<file path="src/rtl/vga_frame_fetch_pkg.sv">
// vga_frame_fetch shared types and constants.
// Optional test-pattern path is enabled with TEST_PATTERN_EN.
package vga_frame_fetch_pkg;

  localparam int LOG_MEM    = 36;
  localparam int LOG_HCOUNT = 11;
  localparam int LOG_VCOUNT = 10;
  localparam int LOG_ADDR   = 19;

  localparam int VGA_HACTIVE = 640;
  localparam int VGA_VACTIVE = 480;
  localparam int LINE_WORDS  = 320;
  localparam int RD_LAT      = 1;

  localparam logic [LOG_ADDR-1:0] BANK1_BASE = 19'h40000;

  // YCrCb colour bars, left to right
  localparam logic [17:0] BAR_LUT [8] = '{
    18'h3F_F80, 18'h3A_0A0, 18'h2E_8F0, 18'h29_990,
    18'h1A_670, 18'h15_710, 18'h09_F60, 18'h04_200
  };

  typedef enum logic {
    SHOW    = 1'b0,
    PENDING = 1'b1
  } bank_state_e;

endpackage

</file>
<file path="src/rtl/vga_frame_fetch_if.sv">
// Display-side request/response and ZBT read port bundle.
// test_pattern exists only when TEST_PATTERN_EN is defined.
interface vga_frame_fetch_if;
  import vga_frame_fetch_pkg::*;

  logic                  vga_flag;
  logic [LOG_HCOUNT-1:0] hcount;
  logic [LOG_VCOUNT-1:0] vcount;
  logic [LOG_MEM-1:0]    vga_pixel;
  logic                  done_vga;
  logic                  frame_done;
  logic                  frame_flag;
  logic                  display_bank;
  logic                  write_bank;
  logic                  mem_re;
  logic [LOG_ADDR-1:0]   mem_addr;
  logic [LOG_MEM-1:0]    mem_rdata;
  logic [7:0]            drop_count;
`ifdef TEST_PATTERN_EN
  logic                  test_pattern;

  modport slave (
    input  vga_flag, hcount, vcount, frame_done,
    input  mem_rdata, test_pattern,
    output vga_pixel, done_vga, frame_flag,
    output display_bank, write_bank,
    output mem_re, mem_addr, drop_count
  );

  modport master (
    output vga_flag, hcount, vcount, frame_done,
    output mem_rdata, test_pattern,
    input  vga_pixel, done_vga, frame_flag,
    input  display_bank, write_bank,
    input  mem_re, mem_addr, drop_count
  );
`else
  modport slave (
    input  vga_flag, hcount, vcount, frame_done,
    input  mem_rdata,
    output vga_pixel, done_vga, frame_flag,
    output display_bank, write_bank,
    output mem_re, mem_addr, drop_count
  );

  modport master (
    output vga_flag, hcount, vcount, frame_done,
    output mem_rdata,
    input  vga_pixel, done_vga, frame_flag,
    input  display_bank, write_bank,
    input  mem_re, mem_addr, drop_count
  );
`endif

endinterface

</file>
<file path="src/rtl/vga_addr_gen.sv">
// (bank, hcount, vcount) -> ZBT word address and active-area flag.
// Row offset is vcount*320 built from two shifts.
module vga_addr_gen
  import vga_frame_fetch_pkg::*;
(
  input  logic                  bank_i,
  input  logic [LOG_HCOUNT-1:0] hcount_i,
  input  logic [LOG_VCOUNT-1:0] vcount_i,
  output logic [LOG_ADDR-1:0]   addr_o,
  output logic                  in_range_o
);

  logic [LOG_ADDR-1:0] v_ext;
  logic [LOG_ADDR-1:0] row_off;
  logic [LOG_ADDR-1:0] col_off;
  logic [LOG_ADDR-1:0] base;

  assign v_ext   = {{(LOG_ADDR-LOG_VCOUNT){1'b0}}, vcount_i};
  assign row_off = (v_ext << 8) + (v_ext << 6);
  assign col_off = {{(LOG_ADDR-9){1'b0}}, hcount_i[9:1]};
  assign base    = bank_i ? BANK1_BASE : '0;
  assign addr_o  = base + row_off + col_off;

  assign in_range_o =
    (hcount_i < LOG_HCOUNT'(VGA_HACTIVE)) &&
    (vcount_i < LOG_VCOUNT'(VGA_VACTIVE));

endmodule

</file>
<file path="src/rtl/vga_frame_fetch.sv">
// Frame-buffer fetch for the display stage with double-buffer bank swap.
// Define TEST_PATTERN_EN for the colour-bar test source.
module vga_frame_fetch
  import vga_frame_fetch_pkg::*;
(
  input  logic               clock,
  input  logic               reset,
  vga_frame_fetch_if.slave   bus
);

  bank_state_e         state_q;
  logic                disp_q;
  logic                flag_q;
  logic [7:0]          drop_q;
  logic                s1_vld_q;
  logic                s1_inr_q;
  logic                done_q;
  logic [LOG_MEM-1:0]  pix_q;
  logic [LOG_MEM-1:0]  pix_d;

  logic                in_range;
  logic                is_origin;
  logic                swap_now;
  logic                bank_eff;
  logic                tp_on;
  logic [LOG_ADDR-1:0] addr;

  assign is_origin = (bus.hcount == '0) && (bus.vcount == '0);
  assign swap_now  = (state_q == PENDING) && bus.vga_flag &&
                     is_origin && !reset;
  assign bank_eff  = swap_now ? ~disp_q : disp_q;

  vga_addr_gen u_addr (
    .bank_i     (bank_eff),
    .hcount_i   (bus.hcount),
    .vcount_i   (bus.vcount),
    .addr_o     (addr),
    .in_range_o (in_range)
  );

`ifdef TEST_PATTERN_EN
  logic       s1_tp_q;
  logic [2:0] s1_bar_q;

  assign tp_on = bus.test_pattern;

  always_ff @(posedge clock) begin
    if (reset) begin
      s1_tp_q  <= 1'b0;
      s1_bar_q <= '0;
    end else begin
      s1_tp_q  <= bus.test_pattern;
      s1_bar_q <= bus.hcount[9:7];
    end
  end

  always_comb begin
    pix_d = '0;
    if (s1_inr_q)
      pix_d = s1_tp_q ? {2{BAR_LUT[s1_bar_q]}} : bus.mem_rdata;
  end
`else
  assign tp_on = 1'b0;

  always_comb begin
    pix_d = '0;
    if (s1_inr_q)
      pix_d = bus.mem_rdata;
  end
`endif

  assign bus.mem_re   = bus.vga_flag && in_range && !tp_on && !reset;
  assign bus.mem_addr = addr;

  // Bank FSM; a frame_done during the swap re-arms immediately
  always_ff @(posedge clock) begin
    if (reset) begin
      state_q <= SHOW;
      disp_q  <= 1'b0;
      flag_q  <= 1'b0;
      drop_q  <= '0;
    end else begin
      flag_q <= swap_now;
      unique case (state_q)
        SHOW: begin
          if (bus.frame_done)
            state_q <= PENDING;
        end
        PENDING: begin
          if (swap_now) begin
            disp_q  <= ~disp_q;
            state_q <= bus.frame_done ? PENDING : SHOW;
          end else if (bus.frame_done && drop_q != 8'hFF) begin
            drop_q <= drop_q + 8'd1;
          end
        end
        default: state_q <= SHOW;
      endcase
    end
  end

  // mem_rdata arrives one clock after mem_re, straight into stage 2
  always_ff @(posedge clock) begin
    if (reset) begin
      s1_vld_q <= 1'b0;
      s1_inr_q <= 1'b0;
      done_q   <= 1'b0;
      pix_q    <= '0;
    end else begin
      s1_vld_q <= bus.vga_flag;
      s1_inr_q <= in_range;
      done_q   <= s1_vld_q;
      if (s1_vld_q)
        pix_q <= pix_d;
    end
  end

  assign bus.vga_pixel    = pix_q;
  assign bus.done_vga     = done_q;
  assign bus.frame_flag   = flag_q;
  assign bus.display_bank = disp_q;
  assign bus.write_bank   = ~disp_q;
  assign bus.drop_count   = drop_q;

endmodule

</file>
<file path="src/flat_wrapper.sv">
// flat-port wrapper written by rule: the top's interface ports become plain ports
module vga_frame_fetch_flat import vga_frame_fetch_pkg::*;
  (clock, reset, bus_vga_flag, bus_hcount, bus_vcount, bus_frame_done, bus_mem_rdata, bus_vga_pixel, bus_done_vga, bus_frame_flag, bus_display_bank, bus_write_bank, bus_mem_re, bus_mem_addr, bus_drop_count);
  vga_frame_fetch_if bus_i ();
  input  logic clock;
  input  logic reset;
  input wire logic [$bits(bus_i.vga_flag)-1:0] bus_vga_flag;
  input wire logic [$bits(bus_i.hcount)-1:0] bus_hcount;
  input wire logic [$bits(bus_i.vcount)-1:0] bus_vcount;
  input wire logic [$bits(bus_i.frame_done)-1:0] bus_frame_done;
  input wire logic [$bits(bus_i.mem_rdata)-1:0] bus_mem_rdata;
  output wire logic [$bits(bus_i.vga_pixel)-1:0] bus_vga_pixel;
  output wire logic [$bits(bus_i.done_vga)-1:0] bus_done_vga;
  output wire logic [$bits(bus_i.frame_flag)-1:0] bus_frame_flag;
  output wire logic [$bits(bus_i.display_bank)-1:0] bus_display_bank;
  output wire logic [$bits(bus_i.write_bank)-1:0] bus_write_bank;
  output wire logic [$bits(bus_i.mem_re)-1:0] bus_mem_re;
  output wire logic [$bits(bus_i.mem_addr)-1:0] bus_mem_addr;
  output wire logic [$bits(bus_i.drop_count)-1:0] bus_drop_count;
  assign bus_i.vga_flag = bus_vga_flag;
  assign bus_i.hcount = bus_hcount;
  assign bus_i.vcount = bus_vcount;
  assign bus_i.frame_done = bus_frame_done;
  assign bus_i.mem_rdata = bus_mem_rdata;
  assign bus_vga_pixel = bus_i.vga_pixel;
  assign bus_done_vga = bus_i.done_vga;
  assign bus_frame_flag = bus_i.frame_flag;
  assign bus_display_bank = bus_i.display_bank;
  assign bus_write_bank = bus_i.write_bank;
  assign bus_mem_re = bus_i.mem_re;
  assign bus_mem_addr = bus_i.mem_addr;
  assign bus_drop_count = bus_i.drop_count;
  vga_frame_fetch u_core (.clock(clock), .reset(reset), .bus(bus_i));
endmodule
</file>
<file path="config.mk">
export PLATFORM = sky130hd
export DESIGN_NAME = vga_frame_fetch_flat
export DESIGN_NICKNAME = d
export VERILOG_FILES = /design/src/rtl/vga_frame_fetch_pkg.sv /design/src/rtl/vga_frame_fetch_if.sv /design/src/rtl/vga_addr_gen.sv /design/src/rtl/vga_frame_fetch.sv /design/src/flat_wrapper.sv
export SDC_FILE = /design/constraint.sdc
export NUM_CORES = 1
export LEC_CHECK = 0
export ABC_CLOCK_PERIOD_IN_PS = 2900
export BUFFER_PORTS_ARGS = -buffer_cell sky130_fd_sc_hd__buf_2
export CELL_PAD_IN_SITES_DETAIL_PLACEMENT = 0
export CELL_PAD_IN_SITES_GLOBAL_PLACEMENT = 2
export CORE_MARGIN = 4
export CORE_UTILIZATION = 22
export DETAILED_ROUTE_END_ITERATION = 10
export PLACE_DENSITY_LB_ADDON = 0.1
export SYNTH_ARGS = -nofsm -noshare
export SYNTH_HDL_FRONTEND = slang
export SYNTH_SLANG_ARGS = --single-unit
</file>
<file path="constraint.sdc">
create_clock -name clock -period 2.9 [get_ports clock]
set_input_delay 0.58 -clock clock [delete_from_list [all_inputs] [get_ports clock]]
set_output_delay 0.58 -clock clock [all_outputs]
set_load 0.02 [all_outputs]
</file>
==> metrics, run 1 <==
M1 WL 3.510 mm; flops & latches, synth 50; Placed Area 3633 um2; failing checks negative setup slack; number of setup violations in the final report 7; CTS clk-pin slew, worst paths 0.07 ns; worst-path fanout max 3; CTS Buf Count 5; DRT antenna net count 0; CTS sink count 50; Netlist cell types 38; part of the Yosys area used for sequential elements 0.3863; Via Count 2557; Hold Violations, Final 0; Worst path max stage delay 0.54 ns; Initial Utilization 0.2260; global-route wire length before repair 12.50 mm; GP Congestion 0.7524; die area 13580 um2; Syn Area/Cell 8.413 um2; hpwl dp 6.046 mm; syn nets 391; synthesized instance count 308; CP startpoint bus_vcount[2]; wire per inst 13.36 um; GRT Util Overall 0.1164; FP Rows 39; Core Area 11470 um2; setup ws final -0.3349 ns; htree depth 2; crit share post-route 1.115; Setup Skew 0.006256 ns; slowest cell on the critical path fa_1; max-slew violations 0; antenna cells 0; Root Driver clkbuf_16; hold_buf cts 0; Final Cell Area 3862 um2; critical hold path startpoint u_core.bus.drop_count[2]; commonest non-fill, non-tap cell in the layout buf_2; Synthesis Warnings 0; Pre-Repair DR Iteration Count 4; commonest non-fill, non-tap cells in the layout 118 x buf_2, 50 x dfxtp_1, 46 x a21oi_1; Pwr Total 1.721 mW; worst reg2reg startpoint u_core.bus.drop_count[0]; initial DRC count 65; Core Util, Final 0.3368; layout cells sized above 1 0.4211; DR top layer met4; crit-path cells buf_8 > inv_4 > fa_1 > inv_2 > ha_4 > a211oi_2 > nor2_2 > o41ai_2 > buf_4 > a221o_1 > xor2_2 > buf_6; run status finished, violations left; RSZ-0062 raised after global routing true; Met2 Wirelength 3.869 mm; pwr dens 445.6 nW/um2; Setup Crit Path Kind input port to output pin; leakage power figure 1.911 nW; GRT Residual Overflow 0; Area Overhead vs Synth 49.06%; Synth Cell Area 2591 um2; Worst Hold Depth 2; Fmax 309.1 MHz; CTS tree done; CP Data Arrival Time 2.65 ns; kind of end point of the critical path output pin; met3 wire length 574 um; Buffers on Ports 128; hold slack 0.5127 ns; Die X 116.5 um; vias in the first global route 2507; data required time of the critical path 2.32 ns; clock buffer depth 2; FF-to-FF path depth 6; Residual DRC 0; I/O pins 129; initial antenna violation count 0; peak supply drop 0.2116 mV; largest net degree at the start of global routing 49; nets 539; Critical Path Start Type input port; Total Wirelength 8.002 mm; Via-to-Cell Ratio 4.269; max_cap viols 0; Skew-Pair Late Insertion Delay 0.28 ns; actual slew at the worst max-slew pin 0.5423 ns; clock period minus worst slack 3.235 ns; Worst slew margin 0.6385; chip height 116.5 um; Hold Path Class flop to flop
## cell type report
| cell class | instances | area, um2 |
|---|---|---|
| clock buffer | 6 | 128.9 |
| clock inverter | 1 | 7.507 |
| fill | 1216 | 7605 |
| inverter | 13 | 58.81 |
| multi-input combinational | 224 | 1544 |
| sequential | 50 | 1001 |
| tap | 143 | 178.9 |
| timing repair buffer | 162 | 943.4 |
## per-layer routing
layer  vias to the layer above  global-route usage
li1                       1334                   -
met1                      1155              0.1466
met2                        66              0.1983
met3                         2             0.03368
met4                         0             0.02523
met5                         -                   0
## worst paths after layout
kind | endpoint | slack (ns)
worst max register to register | u_core.bus.drop_count[4] | 1.06
worst max-delay path | bus_mem_addr[18] | -0.33
worst min register to register | u_core.bus.drop_count[2] | 0.51
worst min-delay path | u_core.bus.drop_count[2] | 0.51
## synthesized netlist by cell type, drive strengths merged
cell type  instances  area (um2)
o211a              1       10.01
a21boi             1       7.510
fa                 2       40.04
nor2              46       172.7
and3               1       6.260
o41ai              1       16.27
nor4b              1       8.760
dfxtp             50        1001
xor2               6       52.55
mux2i              2       20.02
nor4               3       18.77
and2               3       18.77
nand2              6       22.52
a21o               2       15.01
or3                2       12.51
o21bai             2       15.01
o21a               1       7.510
o2111ai            2       17.52
inv               13       48.80
ha                20       250.2
nor2b             40       250.2
a211oi             2       15.01
o31ai              4       30.03
nor3               2       10.01
or2                1       6.260
nand3              4       20.02
xnor2              4       35.03
nand4              5       37.53
clkbuf            10       37.54
a21oi             48       240.2
buf               11       68.81
a221o              1       10.01
or4                4       30.03
o21ai              7       38.79
## report_power, final
part | leakage, nW | switching [mW] | internal (mW)
Sequential | 0.404 | 0.00417 | 0.694
Clock | 0.0629 | 0.247 | 0.316
Combinational | 1.44 | 0.244 | 0.216
Total | 1.91 | 0.496 | 1.23
## cell families (layout without fill, tap and decap cells)
family,after synthesis,after routing,synth area share
flops,50,50,0.3863
buf+inv,34,182,0.05987
xor+xnor,10,10,0.03380
simple gates,118,118,0.2371
fa+ha+maj,22,22,0.1120
mux,2,2,0.007726
compound gates,72,72,0.1632
## flip-flops by register name, indices dropped and copies added, names as in the netlist
register and flops:
u_core.bus.frame_flag 1, u_core.s1_inr_q 1, u_core.bus.done_vga 1, u_core.bus.vga_pixel 36, u_core.state_q 1, u_core.bus.drop_count 8, u_core.bus.display_bank 1, u_core.s1_vld_q 1
## critical path: cells and delay by family
family	cells	cell delay, ns
simple gates	1	0.08
xor+xnor	1	0.15
fa+ha+maj	2	0.78
buf+inv	5	0.47
compound gates	3	0.60
## what timing repair did
| item | 4_1_cts | 5_1_grt |
|---|---|---|
| endpoints found under the setup margin | 8 | 9 |
| pin swaps | 9 | 3 |
| resized for setup | 13 | 12 |
| buffers inserted | 0 | 1 |
## per-stage QoR
stage          std cells  TNS, ns  setup WS, ns
3_5_place_dp         591   -2.427       -0.4348
2_1_floorplan        308  -0.3886       -0.1334
5_1_grt              599   -2.504       -0.4935
3_3_place_gp         591   -2.389       -0.4419
4_1_cts              598   -1.881       -0.3498
6_report             599   -1.709       -0.3349
Power figures use the tool's default switching activity.
==> run 2, diff against run 1 <==
--- a/config.mk
+++ b/config.mk
@@ -13,6 +13,7 @@
 export CORE_UTILIZATION = 22
 export DETAILED_ROUTE_END_ITERATION = 10
 export PLACE_DENSITY_LB_ADDON = 0.1
+export SKIP_CTS_REPAIR_TIMING = 1
 export SYNTH_ARGS = -nofsm -noshare
 export SYNTH_HDL_FRONTEND = slang
 export SYNTH_SLANG_ARGS = --single-unit
==> metrics, run 2 (synthesis gave the netlist of run 1 again) <==
actual slew at the worst max-slew pin 0.5423 ns (about the same); GRT Residual Overflow 0 (unchanged); Skew-Pair Late Insertion Delay 0.28 ns (about the same); setup ws final -0.3425 ns (was -0.3349 ns); Fmax 308.4 MHz (was 309.1 MHz); peak supply drop 0.2115 mV (was 0.2116 mV); initial DRC count 72 (was 65); initial antenna violation count 0 (unchanged); Root Driver clkbuf_16 (unchanged); Initial Utilization 0.2260 (unchanged); Die X 116.5 um (unchanged); Int Pwr 1.222 mW (was 1.225 mW); GP Congestion 0.7524 (unchanged); max-slew violations 0 (unchanged); antenna cells 0 (unchanged); sum of negative setup slack -1.667 ns (was -1.709 ns); Via-to-Cell Ratio 4.284 (was 4.269); failing checks negative setup slack (unchanged); Buffers on Ports 128 (unchanged); P_sw 0.4946 mW (was 0.4961 mW); Hold Path Class flop to flop (unchanged); max_cap viols 0 (unchanged); Setup Crit Path Kind input port to output pin (unchanged); commonest non-fill, non-tap cell in the layout buf_2 (unchanged); Sw Ratio 0.2881 (was 0.2882); Worst path max stage delay 0.54 ns (about the same); GRT Util Overall 0.1161 (was 0.1164); Core Area 11470 um2 (unchanged); leakage power figure 1.907 nW (was 1.911 nW); clock buffer depth 2 (unchanged); DRT antenna net count 0 (unchanged); number of setup violations in the final report 7 (unchanged); layout cells sized above 1 0.4189 (was 0.4211); Total Wirelength 7.985 mm (was 8.002 mm); CTS Buf Count 5 (unchanged); Residual DRC 0 (unchanged); CP Data Arrival Time 2.66 ns (was 2.65 ns); Multi-input gate area 1530 um2 (was 1544 um2); max reg flops 36 (unchanged); largest net degree at the start of global routing 49 (unchanged); crit share post-route 1.118 (was 1.115); slowest cell on the critical path fa_1 (unchanged); htree depth 2 (unchanged); run status finished, violations left (unchanged); sequential power share 0.407 (was 0.405); placed cell count 591 (unchanged); Reg area 1001 um2 (unchanged); data required time of the critical path 2.32 ns (about the same); kind of end point of the critical path output pin (unchanged); Pwr Total 1.717 mW (was 1.721 mW); CTS tree done (unchanged); Setup Skew 0.007181 ns (was 0.006256 ns); crit-path cells buf_8 > inv_8 > fa_1 > inv_2 > fa_2 > a21oi_4 > o2111ai_2 > a21oi_2 > o21ai_1 > xnor2_2 > buf_4 (was buf_8 > inv_4 > fa_1 > inv_2 > ha_4 > a211oi_2 > nor2_2 > o41ai_2 > buf_4 > a221o_1 > xor2_2 > buf_6); vias in the first global route 2505 (was 2507); Hold Violations, Final 0 (unchanged); Comb power frac 0.264 (was 0.267); Via Count 2566 (was 2557); Pre-Repair DR Iteration Count 3 (was 4); chip height 116.5 um (unchanged); Area Overhead vs Synth 48.04% (was 49.06%); global-route wire length before repair 12.45 mm (was 12.50 mm); Critical Path Start Type input port (unchanged); Core Util, Final 0.3345 (was 0.3368); post-route insts no fill 599 (unchanged); FILL cells 1216 (unchanged); wire per inst 13.33 um (was 13.36 um); CTS clk-pin slew, worst paths 0.07 ns (about the same); I/O pins 129 (unchanged); RSZ-0062 raised after global routing true (unchanged); Clock power frac 0.329 (was 0.327); nets 539 (unchanged); worst-path fanout max 2 (was 3); Worst slew margin 0.6385 (about the same); commonest non-fill, non-tap cells in the layout 119 x buf_2, 50 x dfxtp_1, 46 x a21oi_1 (was 118 x buf_2, 50 x dfxtp_1, 46 x a21oi_1); clock period minus worst slack 3.242 ns (was 3.235 ns); hpwl dp 6.046 mm (unchanged); CTS sink count 50 (unchanged); pwr dens 447.5 nW/um2 (was 445.6 nW/um2); Post-Place Worst Slack -0.4348 ns (unchanged); FP Rows 39 (unchanged); die area 13580 um2 (unchanged)
-- run 2: cell counts in the layout (fill, tap and decap cells not counted) --
Identical to the previous run, type by type.
-- run 2: per-stage QoR --
stage	instance area [um2]	hold WS, ns
final	3836	0.5141
after global placement	3633	0.5043
after CTS	3770	0.5164
after global routing	3836	0.5183
after detailed placement	3633	0.5070
after floorplan	2673	0.5297
-- run 2: path summary, 6_finish.rpt --
check / startpoint / endpoint / slack (ns) / cells past startpoint
setup / recovery: bus_vcount[0] / bus_mem_addr[17] / -0.34 / 11
hold / removal: u_core.bus.drop_count[2] / u_core.bus.drop_count[2] / 0.51 / 2
setup reg to reg: u_core.bus.drop_count[0] / u_core.bus.drop_count[4] / 1.05 / 6
hold reg to reg: u_core.bus.drop_count[2] / u_core.bus.drop_count[2] / 0.51 / 2
-- run 2: power by group through the flow --
stage	Sequential, mW	Combinational [mW]	Clock (mW)
after floorplan	0.720	0.248	0
after global placement	0.714	0.427	0
after detailed placement	0.714	0.424	0
after CTS	0.698	0.428	0.593
after global routing	0.699	0.499	0.623
final	0.698	0.453	0.565
-- run 2: layer usage --
metal | up-vias | GRT usage | wire (um)
li1 | 1336 | - | -
met1 | 1162 | 0.1456 | 3537
met2 | 66 | 0.1983 | 3834
met3 | 2 | 0.03368 | 565
met4 | 0 | 0.02523 | 48
met5 | - | 0 | 0
-- run 2: area by class of cell --
cell class | count | area share
repair buffers | 162 | 0.2433
multi-input cells | 224 | 0.3989
clock inverters | 1 | 0.001957
flip-flops and latches | 50 | 0.2609
well taps | 143 | 0.04664
inverters | 13 | 0.01468
clock buffers | 6 | 0.03359
-- run 2: worst max-delay path, delay by kind of cell --
kind            cells  cell delay, ns
fa+ha+maj           2            0.95
buf+inv             4            0.33
compound gates      4            0.66
xor+xnor            1            0.15
==> run 3, diff against run 2 <==
--- a/config.mk
+++ b/config.mk
@@ -9,6 +9,7 @@
 export BUFFER_PORTS_ARGS = -buffer_cell sky130_fd_sc_hd__buf_2
 export CELL_PAD_IN_SITES_DETAIL_PLACEMENT = 0
 export CELL_PAD_IN_SITES_GLOBAL_PLACEMENT = 2
+export CORE_ASPECT_RATIO = 0.75
 export CORE_MARGIN = 4
 export CORE_UTILIZATION = 22
 export DETAILED_ROUTE_END_ITERATION = 10
==> metrics, run 3 (synthesis gave the netlist of run 1 again) <==
antenna cells 0 (unchanged); nets 535 (was 539); CTS Buf Count 5 (unchanged); WHS Endpoint u_core.bus.drop_count[2] (unchanged); Pwr Total 1.847 mW (was 1.717 mW); number of setup violations in the final report 7 (unchanged); Core Util, Final 0.3385 (was 0.3345); Fmax 302.7 MHz (was 308.4 MHz); Root Driver clkbuf_16 (unchanged); sequential power share 0.378 (was 0.407); max-slew violations 0 (unchanged); leakage power figure 1.909 nW (was 1.907 nW); Reg area 1001 um2 (unchanged); peak supply drop 0.1987 mV (was 0.2115 mV); DRT antenna net count 0 (unchanged); Setup Crit Path Kind input port to output pin (unchanged); hold slack 0.5087 ns (was 0.5141 ns); P_sw 0.5238 mW (was 0.4946 mW); run status finished, violations left (unchanged); Total Wirelength 8.261 mm (was 7.985 mm); Final Cell Area 3916 um2 (was 3836 um2); pwr dens 471.5 nW/um2 (was 447.5 nW/um2); commonest non-fill, non-tap cell in the layout buf_2 (unchanged); Pre-Repair DR Iteration Count 6 (was 3); global-route wire length before repair 13.04 mm (was 12.45 mm); vias in the first global route 2471 (was 2505); worst reg2reg startpoint u_core.bus.drop_count[0] (unchanged); max_cap viols 0 (unchanged); chip height 102.0 um (was 116.5 um); FP Rows 34 (was 39); FILL cells 1282 (was 1216); crit share post-route 1.139 (was 1.118); GP Congestion 0.7196 (was 0.7524); layout cells sized above 1 0.4260 (was 0.4189); Setup Skew 0.004572 ns (was 0.007181 ns); Worst Path Buf+Inv 5 (was 4); setup ws final -0.4040 ns (was -0.3425 ns); Core Area 11570 um2 (was 11470 um2); hpwl dp 6.355 mm (was 6.046 mm); FF-to-FF path depth 6 (unchanged); clock period minus worst slack 3.304 ns (was 3.242 ns); largest net degree at the start of global routing 49 (unchanged); Critical Path Start Type input port (unchanged); RSZ-0062 raised after global routing true (unchanged); Area Overhead vs Synth 51.13% (was 48.04%); Worst Hold Depth 2 (unchanged); kind of end point of the critical path output pin (unchanged); Placed Area 3627 um2 (was 3633 um2); GRT Residual Overflow 0 (unchanged); slowest cell on the critical path fa_1 (unchanged); Post-Place Worst Slack -0.5029 ns (was -0.4348 ns); CP Data Arrival Time 2.72 ns (was 2.66 ns); Hold Violations, Final 0 (unchanged); sum of negative setup slack -2.192 ns (was -1.667 ns); initial antenna violation count 0 (unchanged); post-route insts no fill 615 (was 599); Via Count 2596 (was 2566); Comb power frac 0.262 (was 0.264); Buffers on Ports 128 (unchanged); RR Endpoint u_core.bus.drop_count[4] (unchanged); htree depth 2 (unchanged); Multi-input gate area 1572 um2 (was 1530 um2); commonest non-fill, non-tap cells in the layout 117 x buf_2, 50 x dfxtp_1, 45 x a21oi_1 (was 119 x buf_2, 50 x dfxtp_1, 46 x a21oi_1); Worst path max stage delay 0.55 ns (was 0.54 ns); crit-path cells buf_8 > inv_4 > fa_1 > inv_2 > ha_4 > a211oi_2 > nor2_2 > o41ai_2 > buf_4 > a221o_1 > xor2_2 > buf_6 (was buf_8 > inv_8 > fa_1 > inv_2 > fa_2 > a21oi_4 > o2111ai_2 > a21oi_2 > o21ai_1 > xnor2_2 > buf_4); Worst slew margin 0.6366 (was 0.6385); Die X 133.3 um (was 116.5 um); data required time of the critical path 2.32 ns (about the same); Int Pwr 1.323 mW (was 1.222 mW); failing checks negative setup slack (unchanged); GRT Util Overall 0.1182 (was 0.1161); placed cell count 606 (was 591); CTS tree done (unchanged); Residual DRC 0 (unchanged); critical hold path startpoint u_core.bus.drop_count[2] (unchanged); CP top delay family adder cells (unchanged); max reg flops 36 (unchanged); Initial Utilization 0.2239 (was 0.2260); die area 13600 um2 (was 13580 um2); clock buffer depth 2 (unchanged); actual slew at the worst max-slew pin 0.5451 ns (was 0.5423 ns); Hold Path Class flop to flop (unchanged); Skew-Pair Late Insertion Delay 0.29 ns (was 0.28 ns); Via-to-Cell Ratio 4.221 (was 4.284); initial DRC count 88 (was 72); Sw Ratio 0.2836 (was 0.2881); worst-path fanout max 3 (was 2); Clock power frac 0.360 (was 0.329); wire per inst 13.43 um (was 13.33 um); CTS clk-pin slew, worst paths 0.06 ns (was 0.07 ns); Worst R2R Setup Slack 1.07 ns (was 1.05 ns); I/O pins 129 (unchanged); CTS sink count 50 (unchanged)
run 3: cell count changes in the layout (fill, tap and decap cells not counted), sizes merged:
cell	delta
bufinv	+1
buf	-4
run 3: final cells by class:
class,instances,area share
repair buffers,158,0.2339
flip-flops and latches,50,0.2556
inverters,13,0.01502
clock buffers,6,0.03291
well taps,162,0.05176
multi-input cells,224,0.4013
clock inverters,2,0.009585
run 3: worst max path at each step:
stage                  start                to  cells after the start
6_report       bus_vcount[2]  bus_mem_addr[18]                     12
5_1_grt        bus_hcount[9]  bus_mem_addr[18]                     12
4_1_cts        bus_vcount[0]  bus_mem_addr[18]                     12
3_5_place_dp   bus_vcount[0]  bus_mem_addr[18]                     12
3_3_place_gp   bus_vcount[0]  bus_mem_addr[18]                     12
2_1_floorplan  bus_vcount[0]  bus_mem_addr[18]                      9
run 3: worst min-delay path, cell delays in order, from the launching register on:
cell	delay, ns
dfxtp_1	0.34
o31ai_1	0.07
a21oi_1	0.06
run 3: metal layers:
metal,global-route usage,share of wire,vias up,wire length (um)
met2,0.1736,0.43,65,3584
met1,0.1760,0.51,1194,4251
met3,0.03002,0.050,3,409
met4,0.02134,0.0019,0,16
li1,-,-,1334,-
met5,0,0,-,0
run 3: power by group through the flow:
stage	registers (mW)	clock network (mW)	logic [mW]
after floorplan	0.720	0	0.248
after global placement	0.714	0	0.435
after detailed placement	0.714	0	0.432
after CTS	0.698	0.701	0.435
after global routing	0.699	0.726	0.528
final	0.698	0.665	0.483
